**src/rtl/evt_pkg.sv**
```systemverilog
// Shared constants, width helper and record type for the event catcher.
package evt_pkg;

   localparam int DEF_NUM_EV = 4;
   localparam int DEF_CNT_W  = 4;
   localparam int DEF_TS_W   = 16;

   // Index width for n lines. A single-bit id is kept even when n is 1.
   function automatic int id_width(input int n);
      return (n > 1) ? $clog2(n) : 1;
   endfunction

   localparam int DEF_ID_W = id_width(DEF_NUM_EV);

   // One emitted record at the default widths.
   typedef struct packed {
      logic [DEF_ID_W-1:0]  id;
      logic [DEF_TS_W-1:0]  ts;
      logic [DEF_CNT_W-1:0] count;
   } evt_rec_t;

endpackage

```
**src/rtl/evt_rr_arbiter.sv**
```systemverilog
// Round-robin arbiter. The search starts one index past the last grant and
// wraps around. The pointer moves only when the grant is consumed.
module evt_rr_arbiter
   import evt_pkg::*;
#(
   parameter  int N     = 4,
   localparam int IDX_W = id_width(N)
) (
   input  logic             clk,
   input  logic             rst_n,
   input  logic [N-1:0]     req,
   input  logic             advance,
   output logic             grant_valid,
   output logic [IDX_W-1:0] grant_idx
);

   logic [IDX_W-1:0] r_last;
   logic             w_hi_found;
   logic             w_lo_found;
   logic [IDX_W-1:0] w_hi_idx;
   logic [IDX_W-1:0] w_lo_idx;

   // Find the lowest requester above the last grant, and the lowest requester
   // at or below it. The upper group has priority, which gives the wrap order.
   always_comb begin
      w_hi_found = 1'b0;
      w_lo_found = 1'b0;
      w_hi_idx   = '0;
      w_lo_idx   = '0;
      for (int j = N - 1; j >= 0; j--) begin
         if (req[j]) begin
            if (IDX_W'(j) > r_last) begin
               w_hi_found = 1'b1;
               w_hi_idx   = IDX_W'(j);
            end else begin
               w_lo_found = 1'b1;
               w_lo_idx   = IDX_W'(j);
            end
         end
      end
   end

   assign grant_valid = w_hi_found | w_lo_found;
   assign grant_idx   = w_hi_found ? w_hi_idx : w_lo_idx;

   // Last-grant pointer. It resets to N-1 so that index 0 is searched first.
   always_ff @(posedge clk or negedge rst_n) begin
      if (!rst_n) begin
         r_last <= IDX_W'(N - 1);
      end else if (advance && grant_valid) begin
         r_last <= grant_idx;
      end
   end

endmodule

```
**src/rtl/event_catcher.sv**
```systemverilog
// Event catcher. It catches single-cycle trigger pulses on each event line and
// coalesces repeated triggers into a saturating per-event counter. Each
// counter stores the time of the first trigger in its batch. Batches are
// emitted one at a time, in round-robin order, as records on a valid/ready
// stream.
//
// Output stream: the record (out_id, out_ts, out_count) is transferred on a
// rising edge where out_valid and out_ready are both high. While out_valid is
// high and out_ready is low, every out_* signal holds stable. The output
// register reloads on the same edge as a transfer, so back-to-back records
// leave no bubble.
module event_catcher
   import evt_pkg::*;
#(
   parameter  int NUM_EV = DEF_NUM_EV,
   parameter  int CNT_W  = DEF_CNT_W,
   parameter  int TS_W   = DEF_TS_W,
   localparam int ID_W   = id_width(NUM_EV)
) (
   input  logic              clk,
   input  logic              rst_n,
   input  logic [NUM_EV-1:0] ev_trig,
   input  logic [NUM_EV-1:0] ovf_clr,
   output logic              out_valid,
   input  logic              out_ready,
   output logic [ID_W-1:0]   out_id,
   output logic [TS_W-1:0]   out_ts,
   output logic [CNT_W-1:0]  out_count,
   output logic [NUM_EV-1:0] pending,
   output logic [NUM_EV-1:0] ovf,
   output logic [TS_W-1:0]   time_now
);

   typedef struct packed {
      logic [ID_W-1:0]  id;
      logic [TS_W-1:0]  ts;
      logic [CNT_W-1:0] count;
   } rec_t;

   localparam logic [CNT_W-1:0] CNT_MAX = '1;

   logic [TS_W-1:0]  r_time;
   rec_t             r_out;
   logic             r_out_valid;

   logic [CNT_W-1:0] w_cnt      [NUM_EV];
   logic [TS_W-1:0]  w_first_ts [NUM_EV];
   logic [NUM_EV-1:0] w_ovf;
   logic [NUM_EV-1:0] w_req;

   logic             w_load;
   logic             w_grant;
   logic             w_grant_valid;
   logic [ID_W-1:0]  w_grant_idx;
   logic [CNT_W-1:0] w_sel_cnt;
   logic [TS_W-1:0]  w_sel_ts;

   // The output register may reload when it is empty or is being drained now.
   assign w_load  = !r_out_valid || out_ready;
   assign w_grant = w_load && w_grant_valid;

   evt_rr_arbiter #(
      .N (NUM_EV)
   ) u_arb (
      .clk         (clk),
      .rst_n       (rst_n),
      .req         (w_req),
      .advance     (w_grant),
      .grant_valid (w_grant_valid),
      .grant_idx   (w_grant_idx)
   );

   // Free-running timestamp counter. It wraps silently.
   always_ff @(posedge clk or negedge rst_n) begin
      if (!rst_n) begin
         r_time <= '0;
      end else begin
         r_time <= r_time + TS_W'(1);
      end
   end

   for (genvar i = 0; i < NUM_EV; i++) begin : g_ev
      logic [CNT_W-1:0] r_cnt;
      logic [TS_W-1:0]  r_first_ts;
      logic             r_ovf;
      logic             w_hit;

      assign w_hit = w_grant && (w_grant_idx == ID_W'(i));

      // Per-event batch counter. A grant empties the counter. A trigger on
      // the same edge starts a new batch, so that trigger is kept.
      always_ff @(posedge clk or negedge rst_n) begin
         if (!rst_n) begin
            r_cnt      <= '0;
            r_first_ts <= '0;
         end else if (w_hit) begin
            if (ev_trig[i]) begin
               r_cnt      <= CNT_W'(1);
               r_first_ts <= r_time;
            end else begin
               r_cnt      <= '0;
            end
         end else if (ev_trig[i]) begin
            if (r_cnt == '0) begin
               r_cnt      <= CNT_W'(1);
               r_first_ts <= r_time;
            end else if (r_cnt != CNT_MAX) begin
               r_cnt      <= r_cnt + CNT_W'(1);
            end
         end
      end

      // Sticky overflow flag. A trigger into a full, ungranted counter sets
      // the flag, and a set beats a clear on the same edge.
      always_ff @(posedge clk or negedge rst_n) begin
         if (!rst_n) begin
            r_ovf <= 1'b0;
         end else if (ev_trig[i] && !w_hit && (r_cnt == CNT_MAX)) begin
            r_ovf <= 1'b1;
         end else if (ovf_clr[i]) begin
            r_ovf <= 1'b0;
         end
      end

      assign w_cnt[i]      = r_cnt;
      assign w_first_ts[i] = r_first_ts;
      assign w_ovf[i]      = r_ovf;
      assign w_req[i]      = (r_cnt != '0);
   end

   // Select the granted event's batch so it can be loaded into the output register.
   always_comb begin
      w_sel_cnt = '0;
      w_sel_ts  = '0;
      for (int i = 0; i < NUM_EV; i++) begin
         if (w_grant_idx == ID_W'(i)) begin
            w_sel_cnt = w_cnt[i];
            w_sel_ts  = w_first_ts[i];
         end
      end
   end

   // Output record register. When nothing is pending it only drops valid and
   // leaves the stale fields in place.
   always_ff @(posedge clk or negedge rst_n) begin
      if (!rst_n) begin
         r_out       <= '0;
         r_out_valid <= 1'b0;
      end else if (w_load) begin
         if (w_grant_valid) begin
            r_out.id    <= w_grant_idx;
            r_out.ts    <= w_sel_ts;
            r_out.count <= w_sel_cnt;
            r_out_valid <= 1'b1;
         end else begin
            r_out_valid <= 1'b0;
         end
      end
   end

   assign out_valid = r_out_valid;
   assign out_id    = r_out.id;
   assign out_ts    = r_out.ts;
   assign out_count = r_out.count;
   assign pending   = w_req;
   assign ovf       = w_ovf;
   assign time_now  = r_time;

endmodule

```
**config.mk**
```make
export PLATFORM = sky130hd
export DESIGN_NAME = event_catcher
export DESIGN_NICKNAME = d
export VERILOG_FILES = /design/src/rtl/evt_pkg.sv /design/src/rtl/evt_rr_arbiter.sv /design/src/rtl/event_catcher.sv
export SDC_FILE = /design/constraint.sdc
export NUM_CORES = 1
export LEC_CHECK = 0
export BUFFER_PORTS_ARGS = -buffer_cell sky130_fd_sc_hd__clkbuf_2
export CAP_MARGIN = 10
export CORE_AREA = 10 10 159 161
export CTS_BUF_LIST = sky130_fd_sc_hd__clkbuf_16
export CTS_CLUSTER_DIAMETER = 60
export DETAILED_ROUTE_END_ITERATION = 7
export DIE_AREA = 0 0 169 171
export GPL_ROUTABILITY_DRIVEN = 0
export RECOVER_POWER = 25
export SLEW_MARGIN = 0
export SYNTH_ARGS = -nofsm -noshare
export SYNTH_HDL_FRONTEND = slang
export SYNTH_SLANG_ARGS = --single-unit
```
**constraint.sdc**
```tcl
create_clock -name clk -period 2.9 [get_ports clk]
set_input_delay 0.29 -clock clk [delete_from_list [all_inputs] [get_ports clk]]
set_output_delay 0.29 -clock clk [all_outputs]
set_load 0.1 [all_outputs]
```
=== After elaboration in Yosys (flattened, before gate mapping) ===
Index checks and enable logic that the tools add are counted.

* Register bits after elaboration: 125
* Input bits: 11
* Output and inout port bits: 47
* Word-level logic and storage cells: 179

* Add/sub/neg operators: 5
* Order comparisons: 4
* Eq/ne operators: 11
* Multiplexer cells: 86
* Bitwise operators: 1
* Reduce and logical (&&, ||, !) cells: 54

{| class="wikitable"
|+ Operators with widths
! kind !! number
|-
| 16-bit two-way mux || 20
|-
| 4-bit two-way mux || 20
|-
| 2-bit two-way mux || 17
|-
| 1-bit two-way mux || 29
|-
| 2-bit nonzero test || 12
|-
| 2-bit AND reduction || 9
|-
| 16-bit by 1-bit adder with 16-bit output (second input constant) || 1
|-
| 4-bit by 1-bit adder with 4-bit output (second input constant) || 4
|-
| 4-bit equality test (second input constant) || 4
|-
| 4-bit zero test || 4
|-
| 4-bit inequality test (second input constant) || 4
|-
| 4-bit nonzero test || 4
|-
| 1-bit logical AND || 14
|-
| 3-bit nonzero test || 4
|-
| 1-bit zero test || 5
|-
| 2-bit equality test (second input constant) || 2
|-
| 1-bit by 2-bit greater-than comparator with 1-bit output (first input constant) || 2
|-
| 2-bit greater-than comparator (first input constant) || 2
|-
| 2-bit by 1-bit equality test with 1-bit output (second input constant) || 1
|-
| 2-bit zero test || 1
|-
| 1-bit logical OR || 1
|-
| 1-bit OR || 1
|}

=== Longest topological paths before layout ===
Gate-level depths: netlist (run 1).

* Depth after elaboration: 16
* Mapped depth: 11
* Mapped depth without buffers: 9

=== Hierarchy ===
A second synthesis (run 1) with hierarchy kept.

* Cells, all modules: 432
* Area total of the unflattened synthesis: 5888.1 um^2

{| class="wikitable"
|+ By module, submodules not included
! module !! instances !! cells an instance !! area an instance (um^2) !! sequential area each (um^2)
|-
| event_catcher || 1 || 414 || 5710.5 || 3078.0
|-
| evt_rr_arbiter || 1 || 18 || 177.7 || 52.6
|}

=== Least setup slack after synthesis (run 1) ===
No wires, ideal clock.

* Path type: reg2reg
* Start point: register g_ev[3].r_cnt[0]
* End point: register g_ev[3].r_first_ts[12]
* Library setup time: 0.128 ns
* Data arrival time: 2.708 ns
* Required time: 2.772 ns
* Slack: 0.063 ns
* Stages on the path, launching flop included: 11
* Buffers on the path: 2
* Clock period less this slack: 2.837 ns
* Cell sequence: dfrtp_1 -> inv_1 -> ha_1 -> or3b_1 -> buf_2 -> nand2_2 -> a21oi_1 -> a311o_1 -> a31oi_4 -> buf_6 -> mux2_1

* Longest elaborated chain between the ends: 13
* Elaborated cells on any way between the ends: 38
* Classes of those cells: eq/ne (1); mux (30); bitwise (1); reduce/logical (6)

{| class="wikitable"
|+ Ends and longest elaborated chain
! item !! RTL line !! RTL
|-
| start: declaration || event_catcher.sv:83 || <nowiki>logic [CNT_W-1:0] r_cnt;</nowiki>
|-
| start signal: assignment || event_catcher.sv:108 || <nowiki>r_cnt <= r_cnt + CNT_W'(1);</nowiki>
|-
| 4-bit nonzero test * || event_catcher.sv:128 || <nowiki>assign w_req[i] = (r_cnt != '0);</nowiki>
|-
| net pending[3] || event_catcher.sv:29 || <nowiki>output logic [NUM_EV-1:0] pending,</nowiki>
|-
| 2-bit two-way mux / 1-bit two-way mux (equally long branches) || evt_rr_arbiter.sv:31 || <nowiki>if (req[j]) begin</nowiki>
|-
| 2-bit two-way mux / 1-bit two-way mux (equally long branches) || evt_rr_arbiter.sv:32 || <nowiki>if (IDX_W'(j) > r_last) begin</nowiki>
|-
| 2-bit two-way mux / 1-bit two-way mux (equally long branches) || evt_rr_arbiter.sv:31 ||
|-
| 2-bit two-way mux / 1-bit two-way mux (equally long branches) || evt_rr_arbiter.sv:32 ||
|-
| 2-bit two-way mux / 1-bit two-way mux (equally long branches) || evt_rr_arbiter.sv:31 ||
|-
| 2-bit two-way mux / 1-bit two-way mux (equally long branches) || evt_rr_arbiter.sv:32 ||
|-
| 2-bit two-way mux / 1-bit two-way mux (equally long branches) || evt_rr_arbiter.sv:31 ||
|-
| 2-bit two-way mux / 1-bit OR (equally long branches) || evt_rr_arbiter.sv:44, evt_rr_arbiter.sv:43 ||
|-
| 2-bit equality test / 1-bit logical AND (equally long branches) || event_catcher.sv:88, event_catcher.sv:60 ||
|-
| 1-bit logical AND * || event_catcher.sv:88 || <nowiki>assign w_hit = w_grant && (w_grant_idx == ID_W'(i));</nowiki>
|-
| 2-bit nonzero test (no line) || -- ||
|-
| 2-bit AND reduction (no line) || -- ||
|-
| end signal: assignment || event_catcher.sv:99 || <nowiki>r_first_ts <= r_time;</nowiki>
|-
| end signal: assignment || event_catcher.sv:106 || <nowiki>r_first_ts <= r_time;</nowiki>
|-
| end: declaration || event_catcher.sv:84 || <nowiki>logic [TS_W-1:0] r_first_ts;</nowiki>
|}

The timed path passes the listed nets; every way through them passes the cells marked *.
A chain may end at the register's enable or synchronous reset.

=== Worst setup path after layout (run 1) ===
* Start point: register g_ev[3].r_cnt[1]
* End point: register r_out, in the netlist out_ts[13]

* Longest elaborated chain between the ends: 14
* Elaborated cells on any way between the ends: 40
* Classes of those cells: eq/ne (3); mux (33); bitwise (1); reduce/logical (3)

{| class="wikitable"
|+ Ends and longest elaborated chain
! item !! RTL line !! RTL
|-
| 4-bit nonzero test * || event_catcher.sv:128 ||
|-
| 2-bit two-way mux / 1-bit two-way mux (equally long branches) || evt_rr_arbiter.sv:31 ||
|-
| 2-bit two-way mux / 1-bit two-way mux (equally long branches) || evt_rr_arbiter.sv:32 ||
|-
| 2-bit two-way mux / 1-bit two-way mux (equally long branches) || evt_rr_arbiter.sv:31 ||
|-
| 2-bit two-way mux / 1-bit two-way mux (equally long branches) || evt_rr_arbiter.sv:32 ||
|-
| 2-bit two-way mux / 1-bit two-way mux (equally long branches) || evt_rr_arbiter.sv:31 ||
|-
| 2-bit two-way mux / 1-bit two-way mux (equally long branches) || evt_rr_arbiter.sv:32 ||
|-
| 2-bit two-way mux / 1-bit two-way mux (equally long branches) || evt_rr_arbiter.sv:31 ||
|-
| 2-bit two-way mux || evt_rr_arbiter.sv:44 || <nowiki>assign grant_idx = w_hi_found ? w_hi_idx : w_lo_idx;</nowiki>
|-
| 2-bit zero test || event_catcher.sv:136 || <nowiki>if (w_grant_idx == ID_W'(i)) begin</nowiki>
|-
| 16-bit two-way mux (4 in series) || event_catcher.sv:136 ||
|-
| end: declaration || event_catcher.sv:43 || <nowiki>rec_t r_out;</nowiki>
|}

Every way passes the cells marked *; elsewhere a longest branch is shown, timed or not.

==> flow_metrics.tcl, run 1 <==
set metrics [dict create \
    start_util_pct 29.3 \
    core_sq_um 22200 \
    wl_per_cell_microns 19.4 \
    drc 0 \
    cp-end-kind "flip-flop" \
    utilization_pct 35.4 \
    async_flop_share_pct 100 \
    drive_gt1_share_pct 21.5 \
    yosys_register_bits 125 \
    syn-num-nets 698 \
    grt_max_degree 44 \
    fin_ws_ns 0.117 \
    crit_chain "inv_1 -> ha_1 -> or3b_1 -> o21ai_1 -> a21oi_2 -> buf_4 -> a311oi_4 -> buf_6 -> mux2_2 -> o21ai_0" \
    cts_root_buf "clkbuf_16" \
    synth_top_area_cell "dfrtp_1" \
    yosys_warnings 0 \
    ioPinCount 58 \
    path_max_fanout 13 \
    peakVddDrop_uv 684 \
    drtIter0Drc 510 \
    diodes 0 \
    rsz0062_at_grt "no" \
    ys_top_cells_by_area "dfrtp_1, o211ai_1, nand2_1" \
    netlist_instances 678 \
    dp_slack_ns -0.0873 \
    port_buffers 57 \
    grt_pass1_wl_microns 32100 \
    finalCriticalPeriod_ns 2.78 \
    netlist_area_sq_um 6510 \
    seq_area_frac_synth_pct 48.1 \
    routed_wl_microns 20000 \
    cp_slowest_cell "or3b_1" \
    numCtsBuffers 17 \
    n_fill_cell 2225 \
    cp.required_ns 3.23 \
    post-route-period-util_pct 96.0 \
    hold_class "input port to flip-flop" \
    slew_headroom_pct 26.9 \
    synth_top_area_share_pct 47.3 \
    clk_latency_ns 0.43 \
    vias_per_cell 5.42 \
    clockBufferDepth 2 \
    area_growth_pct 20.8 \
    clock-sinks 125 \
    postSynthAreaPerCell_sq_um 9.61 \
    cpPeakStageDelay_ns 0.47 \
    drv_cap 0 \
    antenna_found_initial 0 \
    total_power_uw 10400 \
    synth_flop_cell "dfrtp_1" \
    num_vias 5601 \
    htree_num_levels 4 \
    worst_clock_skew_ns 0.00916 \
    grt_pass1_vias 5533 \
    grt_usage_pct 14.0 \
    fmax_mhz 359 \
    die_area_sq_um 28900 \
    crit_type "flip-flop to flip-flop" \
    hold_viol 0 \
    die_h_microns 171 \
    hpwl_microns 13400 \
    worstMarginPinSlew_ns 1.10 \
    status "complete, no violations" \
    worstSetupStartpointType "flip-flop" \
    synth_edf_count 0 \
    drv_slew 0 \
    antenna_left 0 \
    final_nets 755 \
    pwr_density_cell_nw_per_um2 1320 \
    die_w_microns 169 \
    p_leak_uw 0.00329 \
    cts_tree "done" \
    setup_violations 0 \
    arrival_ns 3.11 \
    drt-pass1-iter-count 6 \
    gr-total-overflow 0 \
    ys_types 57 \
    rows 55 \
    path_clk_slew_ns 0.06 \
]
==> stage by stage <==
step	setup TNS, ns	cells	area (sq um)	hold WS, ns
5_1_grt	0	1033	7870	0.0518
4_1_cts	0	1032	7850	0.0335
2_1_floorplan	0	678	6510	-0.00559
3_3_place_gp	-0.103	999	7210	0.325
6_report	0	1033	7870	0.0461
3_5_place_dp	-1.13	999	7210	0.319
==> state kept, by name (all words and copies together) (netlist names) <==
signal	cells
g_ev.r_cnt	16
time_now	16
g_ev.r_first_ts	64
out_valid	1
g_ev.r_ovf	4
out_ts	16
u_arb.r_last	2
out_id	2
out_count	4
==> layout make-up <==
class	instances	area, sq um	area share (%)
clock inverters	15	196	2.50
flip-flops and latches	125	3130	39.8
clock buffers	17	425	5.41
inverters	23	86.3	1.10
repair buffers	96	611	7.76
well taps	285	357	4.53
multi-input cells	472	3060	38.9
==> Yosys cell counts (2+ instances only) <==
master	count
ha_1	9
o22ai_1	13
nor3_1	4
dfrtp_1	123
buf_1	4
inv_1	20
buf_2	11
clkinv_1	2
clkbuf_1	34
a21oi_1	34
xor2_1	4
a21oi_2	3
nand2_1	124
buf_4	8
nand2b_1	4
dfstp_2	2
nor3b_4	2
and3_1	2
nor4_1	2
mux2_1	10
a221oi_1	11
mux2i_1	11
nand4_1	7
a211oi_1	6
o221ai_1	8
mux2_2	15
o21ai_0	15
nor2_1	34
a22oi_1	2
nand3_1	16
a31oi_1	3
o211ai_1	98
xnor2_1	11
o32ai_1	3
==> timing repair <==
item | 4_1_cts | 5_1_grt
setup buffers | 0 | 1
hold buffers | 1 | 0
endpoints found under the setup margin | 16 | 31
endpoints found under the hold margin | 37 | 0
resized for setup | 1 | 5
==> cells in the final DEF (no fill, tap or decap), types with 7 or more instances in the layout <==
cell	instances
o221ai_1	8
buf_4	33
ha_1	9
nand4_1	7
a221oi_1	11
nor2_1	33
dfrtp_1	123
o21ai_0	15
nand3_1	15
o22ai_1	13
a21oi_1	33
mux2_2	15
mux2i_1	11
inv_1	20
mux2_1	10
clkbuf_2	58
xnor2_1	11
clkbuf_16	17
o211ai_1	98
nand2_1	124
==> logic make-up (layout without fill, tap and decap cells) <==
kind of cell               Yosys count  in the layout  share of synthesized area [%]
muxes                               36             36                           6.01
AOI/OAI and AO/OA                  208            208                           23.0
adders and majority gates            9              9                           1.73
and+or+nand+nor                    204            204                           13.8
xor gates and xnor gates            15             15                           2.02
buffers and inverters               81            151                           5.46
DFF                                125            125                           48.1
==> power by group <==
| part | switching (uW) | internal [uW] | total (uW) |
|---|---|---|---|
| Clock | 829 | 1430 | 2260 |
| Combinational | 3890 | 1700 | 5590 |
| Sequential | 355 | 2170 | 2530 |
| Total | 5070 | 5310 | 10400 |
==> worst max-delay path, delay by kind of cell (launching register included) <==
family                   cells  cell delay [ns]
AO/OA/AOI/OAI                4             0.87
adder cells (fa/ha/maj)      1             0.12
buffers and inverters        3             0.47
flip-flops                   1             0.41
multiplexers                 1             0.35
AND/OR/NAND/NOR              1             0.47
==> final timing paths <==
| path | from | to | slack [ns] | depth (start not counted) |
|---|---|---|---|---|
| worst max-delay path | g_ev[3].r_cnt[1]$_DFFE_PN0P_ | out_ts[13]$_DFFE_PN0P_ | 0.12 | 10 |
| worst min-delay path | ovf_clr[3] | g_ev[3].r_ovf$_DFFE_PN0P_ | 0.05 | 2 |
| worst max register to register | g_ev[3].r_cnt[1]$_DFFE_PN0P_ | out_ts[13]$_DFFE_PN0P_ | 0.12 | 10 |
| worst min register to register | out_count[3]$_DFFE_PN0P_ | out_count[3]$_DFFE_PN0P_ | 0.48 | 2 |
| max in group asynchronous | rst_n | time_now[3]$_DFF_PN0_ | 0.65 | 3 |
| min in group asynchronous | rst_n | g_ev[0].r_cnt[2]$_DFFE_PN0P_ | 0.60 | 2 |
==> layer usage <==
| metal | global-route usage, % | share of wire [%] | wire length, microns |
|---|---|---|---|
| met1 | 19.6 | 47 | 9500 |
| met4 | 4.39 | 1.4 | 279 |
| met3 | 3.12 | 5.3 | 1060 |
| met2 | 20.8 | 46 | 9170 |
| met5 | 0 | 0 | 0 |
Note: power is estimated with default switching activity, not from simulation.
==> run 2, diff against run 1 <==
--- a/config.mk
+++ b/config.mk
@@ -5,13 +5,14 @@
 export SDC_FILE = /design/constraint.sdc
 export NUM_CORES = 1
 export LEC_CHECK = 0
+export ABC_AREA = 1
 export BUFFER_PORTS_ARGS = -buffer_cell sky130_fd_sc_hd__clkbuf_2
 export CAP_MARGIN = 10
-export CORE_AREA = 10 10 159 161
+export CORE_AREA = 10 10 157 159
 export CTS_BUF_LIST = sky130_fd_sc_hd__clkbuf_16
 export CTS_CLUSTER_DIAMETER = 60
 export DETAILED_ROUTE_END_ITERATION = 7
-export DIE_AREA = 0 0 169 171
+export DIE_AREA = 0 0 167 169
 export GPL_ROUTABILITY_DRIVEN = 0
 export RECOVER_POWER = 25
 export SLEW_MARGIN = 0
==> run 2 against run 1 <==
The flow now finishes with violations (capacitance limit, slew limit). Critical endpoint is now g_ev[2].r_cnt[2]$_DFFE_PN0P_. Cell count up 5.1%. Routed wire length down 19%. Critical path depth up 4. Synthesized area down 2.7%. Synthesized cell count up 7.7%. Clock skew about the same. First-iteration DRC count down 29%. Highest routed layer unchanged. Sequential share of layout area up 2.0 points. Hold slack better by 0.011 ns. Clock power down 10%. Critical path type unchanged.
==> flow_metrics.tcl, run 2 <==
set metrics [dict create \
    status "finished with violations" \
    violations "capacitance limit, slew limit" \
    core_sq_um 21600 \
    seq_area_sq_um 3130 \
    drtIter0Drc 364 \
    netlist_area_sq_um 6340 \
    cpPeakStageDelay_ns 0.43 \
    cts_root_buf "clkbuf_16" \
    arrival_ns 2.80 \
    antenna_found_initial 0 \
    ys_top_cells_by_area "dfrtp_1, nand2_1, nand3_1" \
    hold_path_depth 2 \
    drive_gt1_share_pct 21.2 \
    hpwl_microns 11500 \
    setup-tns-final_ns 0 \
    grt_use_met3_pct 3.61 \
    async_flop_share_pct 100 \
    rsz0062_at_grt "no" \
    cp-end-kind "flip-flop" \
    ys_types 34 \
    synth_top_area_share_pct 48.5 \
    cts-resized-gates 0 \
    use_met1_pct 15.7 \
    grt_usage_pct 11.9 \
    crit_path_frequent_cell "nand2_1" \
    grt_busiest_layer "met2" \
    p_leak_uw 0.00370 \
    antenna_left 0 \
    synth_edf_count 0 \
    cp.required_ns 3.20 \
    min_to "g_ev[3].r_ovf$_DFFE_PN0P_" \
    gr-total-overflow 0 \
    postSynthAreaPerCell_sq_um 8.68 \
    die_w_microns 167 \
    regMostFlops "g_ev.r_first_ts" \
    cts_setup_buffers 0 \
    hold_class "input port to flip-flop" \
    final_common_cell "nand2_1" \
    rows 54 \
    grt_util_met2_pct 18.2 \
    grt_pass1_wl_microns 27100 \
    peakVddDrop_uv 524 \
    utilization_pct 34.7 \
    post-synth-top-count-cell "nand2_1" \
    htree_num_levels 4 \
    crit_type "flip-flop to flip-flop" \
    worstMarginPinSlew_ns 2.00 \
    path_clk_slew_ns 0.06 \
    reg2reg_depth 14 \
    drc 0 \
    holdBufCountCts 1 \
    clock-sinks 125 \
    worstSetupStartpointType "flip-flop" \
    area_growth_pct 18.1 \
    port_buffers 57 \
    clk_latency_ns 0.42 \
    die_h_microns 169 \
    wl_per_cell_microns 15.0 \
    path_max_fanout 10 \
    syn-num-nets 750 \
    n_fill_cell 2232 \
    final_nets 813 \
    cp_slowest_cell "dfrtp_1" \
    pwr_density_cell_nw_per_um2 1350 \
    yosys_warnings 0 \
    vias_per_cell 4.65 \
    diodes 0 \
    clockBufferDepth 2 \
    seq_area_frac_synth_pct 49.4 \
    synth_top_area_cell "dfrtp_1" \
    grt_max_degree 79 \
    multi_input_area_sq_um 2770 \
    post-route-period-util_pct 86.2 \
    yosys-top-cells-count "nand2_1, dfrtp_1, nand3_1, inv_1, nor2_1" \
    finalCriticalPeriod_ns 2.50 \
    hold_viol 0 \
    timing.hold.ws_ns 0.0570 \
    die_area_sq_um 28200 \
    grt_pass1_vias 4956 \
    crit_chain "inv_1 -> ha_1 -> nand2_1 -> nor2_4 -> nand3_2 -> o21ai_2 -> nor2_4 -> nor2_8 -> buf_4 -> nand2_1 -> nor2_1 -> nor2_1 -> nand2_1 -> o21ai_1" \
    drv_slew 79 \
    setup_violations 0 \
    yosys_register_bits 125 \
    start_util_pct 29.4 \
    slew_headroom_pct -33.5 \
    ioPinCount 58 \
    numCtsBuffers 17 \
    synth_flop_cell "dfrtp_1" \
    drt-pass1-iter-count 5 \
    fmax_mhz 400 \
    hp-start "ovf_clr[3]" \
    r2r_start "g_ev[2].r_cnt[0]$_DFFE_PN0P_" \
    num_vias 5047 \
    cts_tree "done" \
    routed_wl_microns 16300 \
    netlist_instances 730 \
    drv_cap 1 \
    rrSetupSlack_ns 0.40 \
    largest_register_ff_count 64 \
    timing.rr.end "g_ev[2].r_cnt[2]$_DFFE_PN0P_" \
    worst_clock_skew_ns 0.00936 \
    final_cell_mix "nand2_1, dfrtp_1, nand3_1" \
]
run 2: cell count changes after synthesis, moves of 24 or more:
cell / previous run / this run
o211ai_1: 98 / 0
o21ai_1: 1 / 26
a21oi_1: 34 / 2
clkbuf_1: 34 / 5
nand3_1: 16 / 100
o21ai_2: 1 / 25
inv_1: 20 / 53
nand2_1: 124 / 202
run 2: final cells by class:
| class | instances | share of cell area [%] |
|---|---|---|
| Clock buffer | 17 | 5.68 |
| Tap cell | 280 | 4.68 |
| Sequential cell | 125 | 41.8 |
| Multi-Input combinational cell | 514 | 37.0 |
| Clock inverter | 15 | 1.75 |
| Inverter | 58 | 2.91 |
| Timing Repair Buffer | 77 | 6.18 |
run 2: power breakdown:
part	internal (uW)	switching (uW)	leakage (uW)	total [uW]
logic	1460	4130	0.00181	5580
registers	2160	317	0.00163	2480
clock network	1240	786	0.000269	2030
total	4860	5230	0.00370	10100
run 2: worst max-delay path by stage:
| stage | start | end | slack, ns | cells past startpoint |
|---|---|---|---|---|
| 2_1_floorplan | time_now[1]$_DFF_PN0_ | time_now[12]$_DFF_PN0_ | 0.44 | 8 |
| 3_3_place_gp | g_ev[2].r_cnt[0]$_DFFE_PN0P_ | g_ev[2].r_cnt[2]$_DFFE_PN0P_ | 0.43 | 14 |
| 3_5_place_dp | g_ev[2].r_cnt[0]$_DFFE_PN0P_ | g_ev[2].r_cnt[2]$_DFFE_PN0P_ | 0.41 | 14 |
| 4_1_cts | g_ev[2].r_cnt[0]$_DFFE_PN0P_ | g_ev[2].r_cnt[2]$_DFFE_PN0P_ | 0.40 | 14 |
| 5_1_grt | rst_n | time_now[1]$_DFF_PN0_ | 0.22 | 3 |
| 6_report | g_ev[2].r_cnt[0]$_DFFE_PN0P_ | g_ev[2].r_cnt[2]$_DFFE_PN0P_ | 0.40 | 14 |
run 2: worst max-delay path: cells and delay by family (launching register included):
kind / cells / cell delay, ns
fa+ha+maj: 1 / 0.27
simple gates: 9 / 1.20
flops: 1 / 0.43
compound gates: 2 / 0.16
buf+inv: 2 / 0.31
run 2: per-layer routing:
metal	vias up	routed length, microns
met2	107	7500
li1	2489	-
met5	-	0
met3	19	874
met1	2432	7690
met4	0	205
run 2: cells by family (layout without fill, tap and decap cells):
logic type      after synthesis  in the layout  synth area share (%)
flops                       125            125                  49.4
xor+xnor                     20             20                  2.76
buf+inv                      91            167                  6.97
simple gates                396            396                  30.4
fa+ha+maj                     9              9                  1.78
compound gates               89             89                  8.76
run 2: metrics by stage:
stage               setup slack [ns]  cell area [sq um]  cells  power, uW
floorplan                      0.440               6340    730       6750
global placement               0.434               6930   1053       8080
detailed placement             0.410               6930   1053       8120
CTS                            0.404               7500   1086      10200
global route                   0.218               7490   1086      10800
finish                         0.402               7490   1086      10100
